$ cat config.mk
export PLATFORM = sky130hd
export DESIGN_NAME = location_sweeper
export DESIGN_NICKNAME = d
export VERILOG_FILES = /design/src/rtl/location_sweeper.sv
export SDC_FILE = /design/constraint.sdc
export NUM_CORES = 1
export LEC_CHECK = 0
export BUFFER_PORTS_ARGS = -buffer_cell sky130_fd_sc_hd__buf_4
export CAP_MARGIN = 20
export CORE_UTILIZATION = 34
export DETAILED_ROUTE_END_ITERATION = 8
export HOLD_SLACK_MARGIN = 0.03
export PLACE_DENSITY_LB_ADDON = 0.12
export SLEW_MARGIN = 5
export SYNTH_ARGS = -nofsm -noshare
export SYNTH_HDL_FRONTEND = slang
export SYNTH_SLANG_ARGS = --single-unit
$ cat constraint.sdc
create_clock -name newLocClock -period 1.9 [get_ports newLocClock]
set_input_delay 0 -clock newLocClock [delete_from_list [all_inputs] [get_ports newLocClock]]
set_output_delay 0 -clock newLocClock [all_outputs]
set_load 0.005 [all_outputs]
$ cat src/rtl/location_sweeper.sv
// Frame sweeper: walks a write pointer over every cell of an X_MAX x Y_MAX grid,
// with a view pointer running VIEW_LEAD cells ahead to prefetch the next lookup.
// Optional build macro SWEEP_SERPENTINE_EN: odd rows scan X from X_MAX down to 0.
module location_sweeper #(
  parameter int unsigned X_BITS    = 8,
  parameter int unsigned Y_BITS    = 7,
  parameter int unsigned X_MAX     = 159,
  parameter int unsigned Y_MAX     = 119,
  parameter int unsigned VIEW_LEAD = 2
) (
  input  logic              newLocClock,
  input  logic              RESET_SIM,
  input  logic              game_tick,
  input  logic              pause,
  input  logic              step,
  input  logic              hold,
  output logic [X_BITS-1:0] write_x,
  output logic [Y_BITS-1:0] write_y,
  output logic [X_BITS-1:0] view_x,
  output logic [Y_BITS-1:0] view_y,
  output logic              write_flag,
  output logic              busy,
  output logic              frame_done,
  output logic              overrun,
  output logic [1:0]        state_o
);

`ifdef SWEEP_SERPENTINE_EN
  localparam bit Serp = 1'b1;
`else
  localparam bit Serp = 1'b0;
`endif

  localparam logic [X_BITS-1:0] XLast = X_BITS'(X_MAX);
  localparam logic [Y_BITS-1:0] YLast = Y_BITS'(Y_MAX);
  localparam logic [3:0]        Lead  = 4'(VIEW_LEAD);
  // Serpentine with an odd last row finishes the frame at column 0.
  localparam logic [X_BITS-1:0] XEnd  = (Serp && (Y_MAX % 2 == 1)) ? '0 : XLast;

  typedef enum logic [1:0] {StIdle = 2'd0, StPrime = 2'd1, StSweep = 2'd2, StDone = 2'd3} state_e;

  state_e            state_q, state_d;
  logic [X_BITS-1:0] wx_q, vx_q, wx_n, vx_n;
  logic [Y_BITS-1:0] wy_q, vy_q, wy_n, vy_n;
  logic [3:0]        prime_cnt_q;
  logic              frame_done_q, overrun_q;
  logic              start, at_last;

  // Successor of a cell in scan order, wrapping after the last cell to (0,0).
  function automatic logic [X_BITS+Y_BITS-1:0] next_cell(input logic [X_BITS-1:0] x,
                                                         input logic [Y_BITS-1:0] y);
    logic [X_BITS-1:0] nx;
    logic [Y_BITS-1:0] ny;
    logic              rev;
    logic              row_end;
    rev     = Serp & y[0];
    row_end = rev ? (x == '0) : (x == XLast);
    nx      = rev ? (x - X_BITS'(1)) : (x + X_BITS'(1));
    ny      = y;
    if (row_end) begin
      // A reversed row next starts where the forward row ended.
      nx = (Serp && !rev) ? XLast : '0;
      if (y == YLast) begin
        nx = '0;
        ny = '0;
      end else begin
        ny = y + Y_BITS'(1);
      end
    end
    return {nx, ny};
  endfunction

  assign {wx_n, wy_n} = next_cell(wx_q, wy_q);
  assign {vx_n, vy_n} = next_cell(vx_q, vy_q);

  assign start   = (game_tick & ~pause) | (step & pause);
  assign at_last = (wx_q == XEnd) && (wy_q == YLast);

  // State register.
  always_ff @(posedge newLocClock) begin
    if (RESET_SIM) state_q <= StIdle;
    else           state_q <= state_d;
  end

  // Next-state decode; hold freezes PRIME and SWEEP, DONE always returns to IDLE.
  always_comb begin
    state_d = state_q;
    case (state_q)
      StIdle:  if (start) state_d = (VIEW_LEAD != 0) ? StPrime : StSweep;
      StPrime: if (!hold && (prime_cnt_q == Lead - 4'd1)) state_d = StSweep;
      StSweep: if (!hold && at_last) state_d = StDone;
      StDone:  state_d = StIdle;
      default: state_d = StIdle;
    endcase
  end

  // Outputs decoded from registered state and hold.
  always_comb begin
    busy       = (state_q != StIdle);
    write_flag = (state_q == StSweep) & ~hold;
    state_o    = state_q;
  end

  // Pointers, PRIME counter and registered status flags.
  always_ff @(posedge newLocClock) begin
    if (RESET_SIM) begin
      wx_q         <= '0;
      wy_q         <= '0;
      vx_q         <= '0;
      vy_q         <= '0;
      prime_cnt_q  <= '0;
      frame_done_q <= 1'b0;
      overrun_q    <= 1'b0;
    end else begin
      frame_done_q <= (state_d == StDone);
      // Starts while busy are dropped but remembered until reset.
      overrun_q    <= overrun_q | (start & (state_q != StIdle));
      case (state_q)
        StPrime: begin
          if (!hold) begin
            vx_q        <= vx_n;
            vy_q        <= vy_n;
            prime_cnt_q <= prime_cnt_q + 4'd1;
          end
        end
        StSweep: begin
          if (!hold) begin
            wx_q <= wx_n;
            wy_q <= wy_n;
            vx_q <= vx_n;
            vy_q <= vy_n;
          end
        end
        StDone: begin
          wx_q        <= '0;
          wy_q        <= '0;
          vx_q        <= '0;
          vy_q        <= '0;
          prime_cnt_q <= '0;
        end
        default: prime_cnt_q <= '0;
      endcase
    end
  end

  assign write_x    = wx_q;
  assign write_y    = wy_q;
  assign view_x     = vx_q;
  assign view_y     = vy_q;
  assign frame_done = frame_done_q;
  assign overrun    = overrun_q;

endmodule

==> results.md, run 1 <==
- The layout cell share with drive strength beyond 1 is 24.6%.
- The netlist area before placement is 0.00216 mm².
- For this block, the initial DRC count from the detailed router was 75.
- The global placement routability congestion is 0.808.
- The setup slack on the worst flop-to-flop path is 0.13 ns.
- Data arrives at the worst endpoint at 1.95 ns.
- The clock input transition at the sequential cells of the worst setup and hold paths is 0.08 ns.
- In this run the remaining antenna-violating nets after routing total 0.
- In this run the biggest area consumer among cell types represents 35.3% of the synthesized area.
- The fraction of synthesis flops using an asynchronous set or reset pin is 0%.
- The initial antenna violation count was 0.
- Port buffering added 41 buffers.
- The count of vias placed by the detailed router is 2,096.
- The via count of the first global-routing pass is 2,007.
- TritonCTS built the clock tree.
- For the pin with the worst max-slew slack, the measured transition is 0.420 ns.
- The tightest min-delay check is of the in -> reg type.
- The count of cells along the worst register-to-register path is 5.
- The final setup slack of the worst path is 0.131 ns.
- For this run, the leading register cell type out of synthesis is sky130_fd_sc_hd__dfxtp_1.
- The floorplan step defined a die boundary enclosing 0.00667 mm².
- The number of hold violations in the final report is 0.
- The largest fanout of any net on the critical path is 7.
- The average instance in the mapped netlist occupies 8.26 µm².
- The core area is 0.00603 mm².
- Clock latency on the worst-skew pair, taken at its later pin, is 0.29 ns.
- The height of the chip is 81.7 µm.
- The startpoint of the most critical hold path is RESET_SIM.
- From synthesis to final layout, the design area changed by 26.5%.
- For this run, design rule violations remaining after detail routing come to 0.
- The routed design has 5240 µm of wire.
- At the placement stage, the worst setup path has a slack of 0.122 ns.
- Setup violations remaining at the end of the flow were counted as 0.
- At the end of the flow, the number of nets in the layout was 329.
- The peak clock frequency supported by timing is 565 MHz.
- The ratio of total power to cell area is 625 mW/mm².
- IR analysis of the VDD net gives a maximum drop of 0.294 mV.
- Detailed placement ended at an HPWL of 3770 µm.
- The starting utilization of the core area is 35.8%.
- The total global-route track usage is 17.7%.
- Synthesis produced 261 cells.
- The first global-routing pass estimated 9170 µm of wire.
- Entering global routing, the biggest net connects 31 pins.
- Power comes to 1.71 mW.
- The flow ran to the end, and the final reports show no timing, DRC or antenna violations.
- The critical path capture point type is a flop.
- The static leakage is 1.07 nW.
- The endpoint of the lowest-slack register-to-register path is view_y[3].
- During synthesis, Yosys emitted a total of 0 warnings.
- Yosys mapped a number of flops with a built-in enable equal to 0.
- Synthesis inferred 38 register bits.
- By area the synthesized netlist is led by sky130_fd_sc_hd__dfxtp_1 35%, sky130_fd_sc_hd__ha_1 6.4%, sky130_fd_sc_hd__a21oi_1 6.3%.
- In the routed layout, each cell is associated on average with a via count of 5.40.
- The net count of the mapped netlist is 278.
- In the final routed layout, each cell accounts on average for 13.5 µm.
- In this run the deepest clock path goes through 2 buffers.
- The share of the clock period used by the worst path is 93.1%.
- Summing the sequential cell areas from Yosys gives 35.3% of the chip area.
- The clock tree synthesis step divided the H-tree into 2 levels.
- Measured along the x axis, the die boundary spans 81.7 µm.
- The first-pass detailed-route iteration total is 4.
- Counting the buffers created by CTS gives 5.
- STA classifies the critical path startpoint as a flop.
- sky130_fd_sc_hd__dfxtp_1 takes more of the synthesized area than any other cell.
- The number of setup buffers added after CTS is 0.
- The headroom to the max-slew limit is 71.9%.
- The end point of the worst hold path is overrun.
- After floorplanning, the core was divided into 28 placement rows.
- The time the final worst path needs with I/O delays and setup is 1.77 ns.
- The CTS root buffer is sky130_fd_sc_hd__clkbuf_8.
- The setup path with the least slack is of type reg -> reg.
- The number of I/O pins is 42.
- The number of inserted diodes is 0.
- The number of hold buffers added after cts is 0.
- The unique cell type count in the Yosys netlist is 52.
- The maximum clock skew at final layout is 0.00404 ns.
- Setup repair after global routing could not meet its margin everywhere.
- Across the run, the number of max-cap violations was 0.
- The launch point of the worst reg-to-reg path is view_x[1].
- The cell depth of the worst hold path is 2.
- The remaining global-route overflow is 0.
- For this design, the sink count on the clock tree is 38.
- The max-slew violation count is 0.
- The required arrival time at the worst endpoint is 2.08 ns.
==> cell families after synthesis <==
family	after synthesis	synth area share (%)
AOI/OAI and AO/OA	77	23.5
xor gates and xnor gates	6	2.44
adders and majority gates	11	6.38
buffers and inverters	25	5.16
DFF	38	35.3
muxes	1	0.464
and+or+nand+nor	103	26.8
==> cells in the mapped netlist (3+ instances only) <==
| master | n |
|---|---|
| sky130_fd_sc_hd__a21o_1 | 4 |
| sky130_fd_sc_hd__clkbuf_1 | 5 |
| sky130_fd_sc_hd__a211oi_1 | 6 |
| sky130_fd_sc_hd__and4_1 | 3 |
| sky130_fd_sc_hd__a21oi_1 | 27 |
| sky130_fd_sc_hd__nor4_1 | 3 |
| sky130_fd_sc_hd__nor3_1 | 9 |
| sky130_fd_sc_hd__o2111ai_1 | 3 |
| sky130_fd_sc_hd__and2_1 | 4 |
| sky130_fd_sc_hd__ha_1 | 11 |
| sky130_fd_sc_hd__or3_1 | 7 |
| sky130_fd_sc_hd__o21ai_0 | 15 |
| sky130_fd_sc_hd__inv_1 | 14 |
| sky130_fd_sc_hd__nand4_1 | 4 |
| sky130_fd_sc_hd__and3_1 | 5 |
| sky130_fd_sc_hd__nand3b_1 | 4 |
| sky130_fd_sc_hd__nor2_1 | 23 |
| sky130_fd_sc_hd__dfxtp_1 | 38 |
| sky130_fd_sc_hd__nand4b_1 | 5 |
| sky130_fd_sc_hd__nand3_1 | 10 |
| sky130_fd_sc_hd__xnor2_1 | 4 |
| sky130_fd_sc_hd__a31oi_1 | 5 |
| sky130_fd_sc_hd__nand2b_1 | 5 |
| sky130_fd_sc_hd__nand2_1 | 13 |
==> worst max path at each step <==
stage | slack, ns | depth (start not counted) | to | startpoint
after floorplan | 0.05 | 7 | view_x[7] | state_o[0]
after global placement | 0.16 | 6 | view_x[7] | state_o[1]
after detailed placement | 0.12 | 6 | view_x[7] | state_o[1]
after CTS | 0.1 | 6 | view_x[7] | state_o[1]
after global routing | -0.02 | 5 | view_y[3] | view_x[1]
final | 0.13 | 5 | view_y[3] | view_x[1]
==> registers in the layout (all words and copies together), names as in the netlist <==
register and cells:
frame_done 1, view_x 8, overrun 1, prime_cnt_q 4, state_o 2, view_y 7
write_x 8, write_y 7
==> layer usage <==
| layer | global-route usage [%] | share of wire (%) |
|---|---|---|
| met1 | 22.3 | 48 |
| met2 | 29.7 | 47 |
| met3 | 3.33 | 3.3 |
| met4 | 6.84 | 1.6 |
| met5 | 0 | 0 |
==> layout by cell type, fill, tap and decap left out, types with 2 or more instances in the layout <==
cell	Yosys	final
sky130_fd_sc_hd__a211o_1	2	2
sky130_fd_sc_hd__a211oi_1	6	6
sky130_fd_sc_hd__a21o_1	4	4
sky130_fd_sc_hd__a21oi_1	27	27
sky130_fd_sc_hd__a31oi_1	5	5
sky130_fd_sc_hd__and2_1	4	4
sky130_fd_sc_hd__and3_1	5	5
sky130_fd_sc_hd__and4_1	3	3
sky130_fd_sc_hd__buf_4	0	54
sky130_fd_sc_hd__clkbuf_8	0	8
sky130_fd_sc_hd__dfxtp_1	38	37
sky130_fd_sc_hd__ha_1	11	11
sky130_fd_sc_hd__inv_1	14	14
sky130_fd_sc_hd__nand2_1	13	12
sky130_fd_sc_hd__nand2b_1	5	5
sky130_fd_sc_hd__nand3_1	10	10
sky130_fd_sc_hd__nand3b_1	4	4
sky130_fd_sc_hd__nand4_1	4	4
sky130_fd_sc_hd__nand4b_1	5	5
sky130_fd_sc_hd__nor2_1	23	23
sky130_fd_sc_hd__nor2b_1	2	2
sky130_fd_sc_hd__nor3_1	9	9
sky130_fd_sc_hd__nor4_1	3	3
sky130_fd_sc_hd__o2111ai_2	0	2
sky130_fd_sc_hd__o21ai_0	15	15
sky130_fd_sc_hd__o32ai_1	2	2
sky130_fd_sc_hd__or3_1	7	7
sky130_fd_sc_hd__xnor2_1	4	4
sky130_fd_sc_hd__xor2_1	2	2
==> worst max-delay path, cell delays in order, from the launching register on <==
cell                       delay, ns
sky130_fd_sc_hd__dfxtp_1        0.37
sky130_fd_sc_hd__ha_1           0.22
sky130_fd_sc_hd__nand4_1        0.18
sky130_fd_sc_hd__o41a_1         0.47
sky130_fd_sc_hd__o311ai_1       0.31
sky130_fd_sc_hd__o21ai_1        0.10
==> per-stage QoR <==
step / hold slack (ns) / TNS [ns] / instance area (µm²) / utilization, % / instances
4_1_cts: 0.0854 / 0 / 2710 / 45.0 / 388
6_report: 0.0917 / 0 / 2730 / 45.3 / 388
2_1_floorplan: 0.183 / 0 / 2160 / - / 261
3_5_place_dp: 0.396 / 0 / 2600 / 43.2 / 380
3_3_place_gp: 0.391 / 0 / 2600 / 43.2 / 380
5_1_grt: 0.0975 / -0.0168 / 2730 / 45.3 / 388
==> power breakdown <==
part / internal [mW] / switching [mW] / leakage [nW]
Clock: 0.367 / 0.287 / 0.0575
Combinational: 0.100 / 0.128 / 0.700
Sequential: 0.812 / 0.0130 / 0.307
==> final cells by class <==
class                   instances  area [µm²]
multi-input cells             198        1300
inverters                      15        56.3
repair buffers                 54         405
well taps                      75        93.8
fillers                       637        3300
flip-flops and latches         38         762
clock buffers                   8         110
==> repair_timing <==
action	4_1_cts	5_1_grt
hold endpoints to repair	0	0
setup endpoints to repair	0	3
gates resized for setup	0	4
Note: power is estimated with default switching activity, not from simulation.
==> inputs of run 2 (changes only) <==
CORE_MARGIN = 3   (was not set)
==> run 2 against run 1 <==
Setup slack lost 0.054 ns. Largest power group unchanged. Combinational power shrank 2%. Routed wire length grew 4.3%. Sequential share of layout area grew 0.12 points. Clock power shrank 18%. Clock skew is essentially flat.
==> results.md, run 2 (synthesized netlist as in run 1, its figures left out) <==
- The flow ran to the end, and the final reports show no timing, DRC or antenna violations.
- The setup slack on the worst flop-to-flop path is 0.08 ns (-0.05 ns).
- The number of remaining DRC errors is 0 (unchanged).
- The maximum buffer depth of the clock tree is 2 (unchanged).
- The number of buffers inserted by port buffering is 41 (unchanged).
- The clock tree from TritonCTS is yes.
- The launching instance or port of the critical path is state_o[1].
- The remaining global-route overflow is 0 (unchanged).
- The worst-case vdd ir drop was 0.260 mV (-11%).
- The number of inserted diodes is 0 (unchanged).
- The critical path goes through inv_1 -> ha_1 -> buf_4 -> o2111ai_1 -> or3_1 -> a21oi_1.
- The slowest stage of the critical path is the sky130_fd_sc_hd__dfxtp_1 cell.
- The total number of placement rows was 28 (unchanged).
- The count of endpoints failing setup in the final report is 0 (unchanged).
- The number of hold buffers added after cts was 0 (unchanged).
- The placed instance area is 0.00260 mm² (unchanged).
- The number of I/O pins is 42 (unchanged).
- The total net switching power was 419 µW (-1.9%).
- The first-pass detailed-route iteration total came to 5 (+1).
- Leaving out fill and tap cells, the most frequent cells in the layout are 54 x sky130_fd_sc_hd__buf_4, 38 x sky130_fd_sc_hd__dfxtp_1, 27 x sky130_fd_sc_hd__a21oi_1, 23 x sky130_fd_sc_hd__nor2_1.
- The routed wire length per instance came to 14.1 µm (+4.6%).
- The routed length on met1 is 2520 µm (+0.32%).
- The combinational share of power is 14.1% (+0.7 points).
- The max-slew violation count came to 0 (unchanged).
- The post-route cell area is 0.00271 mm² (-0.60%).
- The most critical setup path has its endpoint at view_x[6].
- The core occupancy in the finished layout is 45.0% (-0.27 points).
- The number of routed nets with antenna violations is 0 (unchanged).
- The layout cell share with drive strength beyond 1 is 23.7% (-0.88 points).
- The met3 wirelength from detailed routing is 216 µm (+24%).
- Signal routing reaches up to met4.
- The overall routed net length is 5460 µm (+4.3%).
- The largest fanout of any net on the critical path is 9 (+2).
- The half-perimeter wire length of the detailed placement result is 3890 µm (+3.1%).
- The number of clock sinks was 38 (unchanged).
- Relative to the synthesized area, the layout overhead comes to 25.7%.
- The clock latency of the later-clocked register in the worst-skew pair is 0.29 ns (about the same).
- The total of fill cells in the finished design is 644 (+1.1%).
- The class of the worst hold path is in -> reg.
- The buffering stage count on the worst path with inverters included is 2 (+2).
- The endpoint identified for the worst register-to-register timing path is view_x[6].
- The headroom to the max-slew limit came to 71.0% (-0.93 points).
- The number of clock buffers inserted by TritonCTS was 5 (unchanged).
- The required arrival time at the worst endpoint is 2.13 ns (+0.05 ns).
- The register share of total power is 52.2% (+3.8 points).
- The time the final worst path needs with I/O delays and setup is 1.82 ns (+0.0540 ns).
- Broken down by cell family, the worst path's largest delay share belongs to flip-flops.
- The initial antenna violation count was 0 (unchanged).
- The number of hold violations in the final report is 0 (unchanged).
- The clock input transition at the sequential cells of the worst setup and hold paths was 0.07 ns (about the same).
- The number of H-tree levels is 2 (unchanged).
- The count of maximum capacitance violations came to 0 (unchanged).
- The worst-case hold slack is 0.0938 ns (+0.00209 ns).
- The peak clock frequency supported by timing is 548 MHz (-3.0%).
- The count of vias placed by the detailed router is 2,068 (-1.3%).
- The pin slew with the least headroom to its limit is 0.433 ns (+0.0134 ns).
- The worst stage delay on the critical path came to 0.40 ns (-0.07 ns).
- The global placement routability congestion came to 0.833 (+3.0%).
- The number of vias per cell was 5.34 (-1.1%).
- The worst setup path is captured at a flop.
- The worst setup path is of the reg -> reg kind.
- The maximum clock skew at final layout is 0.00451 ns (+0.000471 ns).
- The share of power burned in the clock network is 33.7% (-4.6 points).
- The via count of the first global-routing pass is 1,981 (-1.3%).
- The met2 layer wire length in the routed design was 2670 µm (+7.9%).
- The total global-route track usage was 15.3% (-2.4 points).
- The count of cells along the worst register-to-register path is 6 (+1).
- The critical path data arrival time was 2.05 ns (+0.10 ns).
- The overall die width is 85.7 µm (+4.9%).
- The post-layout net count is 329 (unchanged).
- The startpoint kind of the worst setup timing path is a flop.
- The first-pass GRT wire length came to 9150 µm (-0.23%).
- The height of the chip is 85.7 µm (+4.9%).
- The cell depth of the worst setup path came to 6 (+1).
- The core area is 0.00603 mm² (unchanged).
- The static leakage was 1.05 nW (-1.9%).
- The switching power as a share of total power is 26.5% (+1.4 points).
- The CTS root buffer is sky130_fd_sc_hd__clkbuf_8.
- The number of DRC markers in iteration 0 was 81 (+8.0%).
- The startpoint identified for the worst register-to-register timing path is state_o[1].
- The full die area is 0.00734 mm² (+10%).
- The share of the clock period used by the worst path was 96.0% (+2.8 points).
- The library cell used most frequently in the layout, excluding fill and tap cells, is sky130_fd_sc_hd__buf_4.
- The ratio of total power to cell area is 584 mW/mm² (-6.7%).
- The internal cell power is 1.16 mW (-9.0%).
- The pin count of the biggest net entering global routing is 31 (unchanged).
- The starting utilization of the core area was 35.8% (unchanged).
## run 2: how the worst min path moves through the flow
stage,start,endpoint,slack (ns),depth (start not counted)
6_report,RESET_SIM,overrun,0.09,2
5_1_grt,RESET_SIM,overrun,0.10,2
4_1_cts,RESET_SIM,prime_cnt_q[3],0.08,2
3_5_place_dp,RESET_SIM,prime_cnt_q[3],0.39,2
3_3_place_gp,RESET_SIM,overrun,0.39,2
2_1_floorplan,RESET_SIM,view_x[4],0.18,2
## run 2: worst register-to-register path, delay by kind of cell, from the launching register on
| kind | cells | cell delay [ns] |
|---|---|---|
| flops | 1 | 0.40 |
| fa+ha+maj | 1 | 0.32 |
| simple gates | 1 | 0.39 |
| compound gates | 2 | 0.35 |
| buf+inv | 2 | 0.29 |
## run 2: cell type report
| cell class | instances | area, µm² | area share [%] |
|---|---|---|---|
| clock buffers | 7 | 76.3 | 2.81 |
| inverters | 15 | 56.3 | 2.08 |
| multi-input cells | 198 | 1320 | 48.6 |
| flip-flops and latches | 38 | 761 | 28.1 |
| well taps | 75 | 93.8 | 3.46 |
| repair buffers | 54 | 405 | 15.0 |
## run 2: through the flow
stage	TNS (ns)	total power [mW]	instances	setup WS (ns)
global placement	0	1.07	380	0.132
global route	-0.00631	1.67	387	-0.00631
finish	0	1.58	387	0.0767
detailed placement	0	1.07	380	0.103
CTS	0	1.60	387	0.0620
floorplan	0	0.970	261	0.0544
## run 2: routing by layer
metal	vias up	global-route usage [%]
li1	1069	-
met1	964	19.4
met2	28	25.4
met3	7	3.94
met4	0	4.60
met5	-	0
## run 2: what timing repair did
action | CTS | global route
gates resized for setup | 0 | 7
setup endpoints to repair | 0 | 7
setup buffers | 0 | 0
## run 2: power by group through the flow
stage	clock (mW)	combinational (mW)	sequential (mW)
2_1_floorplan	0	0.124	0.847
3_3_place_gp	0	0.222	0.844
3_5_place_dp	0	0.222	0.844
4_1_cts	0.554	0.224	0.826
5_1_grt	0.591	0.249	0.829
6_report	0.533	0.224	0.826
==> inputs of run 3 (changes only) <==
clock period = 2.17 ns   (was 1.9 ns; I/O delays follow)
==> run 3 against run 2 <==
Cell count fell by 2.6%. Flip-flop and latch count did not move. Largest power group unchanged. Sequential power fell by 12%. Via count fell by 0.58%.
==> results.md, run 3 (synthesized netlist as in run 1, its figures left out) <==
- The global placement routability congestion was 0.813 (-2.3%).
- The number of inserted diodes is 0 (unchanged).
- The headroom to the max-slew limit was 65.9% (-5.1 points).
- The number of H-tree levels is 2 (unchanged).
- The half-perimeter wire length of the detailed placement result is 3790 µm (-2.5%).
- The cell depth of the worst hold path came to 2 (unchanged).
- Compared with the post-synthesis result, the final layout area differs by 20.8%.
- The critical setup path kind is reg -> reg.
- The time the final worst path needs with I/O delays and setup is 1.93 ns (+0.108 ns).
- Setup repair after global routing left no endpoint under its margin.
- The leading cell type in the layout, fill and taps excluded is sky130_fd_sc_hd__buf_4.
- The max-slew violation count is 0 (unchanged).
- The static leakage came to 0.994 nW (-5.0%).
- The share of the clock period used by the worst path is 89.0% (-7.0 points).
- The routed wire length per instance was 14.1 µm (about the same).
- The required arrival time at the worst endpoint came to 2.40 ns (+0.27 ns).
- The pin count of the biggest net entering global routing is 31 (unchanged).
- The setup total negative slack was 0 ns (unchanged).
- The total of fill cells in the finished design is 633 (-1.7%).
- The post-CTS setup buffer count is 0 (unchanged).
- In this run the most critical hold path is launched from RESET_SIM.
- The maximum buffer depth of the clock tree came to 2 (unchanged).
- The worst-case vdd ir drop was 0.300 mV (+16%).
- The overall die width is 85.7 µm (unchanged).
- The first-pass detailed-route iteration total came to 4 (-1).
- The maximum clock skew at final layout is 0.00615 ns (+0.00164 ns).
- The core area is 0.00603 mm² (unchanged).
- TritonCTS built the clock tree.
- STA classifies the critical path endpoint as a flop.
- The via count of the first global-routing pass is 1,875 (-5.4%).
- The number of buffers inserted by port buffering is 41 (unchanged).
- The pin slew with the least headroom to its limit is 0.507 ns (+0.0733 ns).
- The count of endpoints failing setup in the final report was 0 (unchanged).
- The post-layout net count is 319 (-3.0%).
- The height of the chip is 85.7 µm (unchanged).
- The initial antenna violation count came to 0 (unchanged).
- The ratio of total power to cell area is 522 mW/mm² (-11%).
- The end point of the worst hold path is view_y[1].
- The layout cell share with drive strength beyond 1 is 20.2% (-3.5 points).
- The endpoint of the lowest-slack register-to-register path is view_x[7].
- The number of hold buffers added after cts is 0 (unchanged).
- The worst setup path is launched from a flop.
- The full die area came to 0.00734 mm² (unchanged).
- The remaining global-route overflow is 0 (unchanged).
- On the critical path, the stage with the largest delay is an instance of sky130_fd_sc_hd__dfxtp_1.
- The clock latency of the later-clocked register in the worst-skew pair was 0.29 ns (about the same).
- The worst-case hold slack was 0.102 ns (+0.00797 ns).
- The number of I/O pins is 42 (unchanged).
- The peak clock frequency supported by timing is 518 MHz (-5.6%).
- The number of vias per cell was 5.45 (+2.1%).
- The startpoint identified for the worst register-to-register timing path is state_o[0].
- The total number of placement rows is 28 (unchanged).
- The top cell types in the final layout, fill and taps aside, are 44 x sky130_fd_sc_hd__buf_4, 38 x sky130_fd_sc_hd__dfxtp_1, 27 x sky130_fd_sc_hd__a21oi_1, 23 x sky130_fd_sc_hd__nor2_1, 15 x sky130_fd_sc_hd__o21ai_0.
- The first-pass GRT wire length was 8870 µm (-3.0%).
- The count of maximum capacitance violations is 0 (unchanged).
- The number of clock sinks was 38 (unchanged).
- The worst stage delay on the critical path was 0.42 ns (+0.02 ns).
- The largest fanout of any net on the critical path came to 10 (+1).
- The setup slack on the worst flop-to-flop path came to 0.24 ns (+0.16 ns).
- The CTS root buffer is sky130_fd_sc_hd__clkbuf_8.
- The number of remaining DRC errors is 0 (unchanged).
- The top cell family by delay on the critical path is simple AND/OR/NAND/NOR gates.
- The number of hold violations in the final report is 0 (unchanged).
- The run finished with clean final reports.
- The number of resized instances in the post-cts repair step is 0 (unchanged).
- The clock input transition at the sequential cells of the worst setup and hold paths was 0.07 ns (about the same).
- The count of cells along the worst register-to-register path is 6 (unchanged).
- The number of routed nets with antenna violations came to 0 (unchanged).
- The starting utilization of the core area was 35.8% (unchanged).
- Walking the worst path, the cells encountered are inv_1 -> ha_2 -> nand2_1 -> o2111ai_1 -> or3_1 -> a21oi_1.
- The class of the worst hold path is in -> reg.
- The buffering stage count on the worst path with inverters included is 1 (-1).
- The overall routed net length is 5320 µm (-2.6%).
- The count of vias placed by the detailed router came to 2,056 (-0.58%).
- The critical path data arrival time came to 2.16 ns (+0.11 ns).
- The total global-route track usage is 14.9% (-0.36 points).
- The number of DRC markers in iteration 0 is 97 (+20%).
- The number of clock buffers inserted by TritonCTS is 5 (unchanged).
[run 3: layout make-up]
type	count	area (µm²)	area share (%)
Multi-Input combinational cell	198	1290	49.4
Sequential cell	38	761	29.2
Timing Repair Buffer	44	330	12.7
Tap cell	75	93.8	3.60
Clock buffer	7	76.3	2.93
Inverter	15	56.3	2.16
[run 3: worst register-to-register path, cell delays in order, from the launching register on]
cell,delay [ns]
sky130_fd_sc_hd__dfxtp_1,0.42
sky130_fd_sc_hd__inv_1,0.12
sky130_fd_sc_hd__ha_2,0.37
sky130_fd_sc_hd__nand2_1,0.18
sky130_fd_sc_hd__o2111ai_1,0.24
sky130_fd_sc_hd__or3_1,0.40
sky130_fd_sc_hd__a21oi_1,0.14
[run 3: worst max-delay path by stage]
stage                     startpoint        end  cells past startpoint
after global placement    state_o[0]  view_x[7]                      6
after CTS                 state_o[0]  view_x[7]                      6
after floorplan           state_o[0]  view_x[7]                      7
after global routing      state_o[0]  view_x[7]                      6
after detailed placement  state_o[0]  view_x[7]                      6
final                     state_o[0]  view_x[7]                      6
[run 3: power breakdown]
| group | leakage, nW | internal [mW] | total [mW] | switching (mW) |
|---|---|---|---|---|
| clock | 0.0383 | 0.221 | 0.463 | 0.241 |
| combinational | 0.648 | 0.0704 | 0.172 | 0.101 |
| sequential | 0.307 | 0.711 | 0.726 | 0.0151 |
| total | 0.994 | 1.00 | 1.36 | 0.358 |
[run 3: metal layers]
layer | part of all wire (%) | track usage [%]
met3 | 4.8 | 4.13
met1 | 47 | 18.9
met4 | 1.0 | 4.89
met5 | 0 | 0
met2 | 47 | 24.5
[run 3: stage by stage]
step                power (mW)  util [%]  instances  instance area [µm²]  setup slack, ns
CTS                       1.39      43.2        377                 2600            0.129
detailed placement       0.915      41.9        370                 2530            0.159
global placement         0.914      41.9        370                 2530            0.188
global route              1.44      43.2        377                 2610           0.0787
finish                    1.36      43.2        377                 2610            0.239
floorplan                0.850         -        261                 2160            0.324
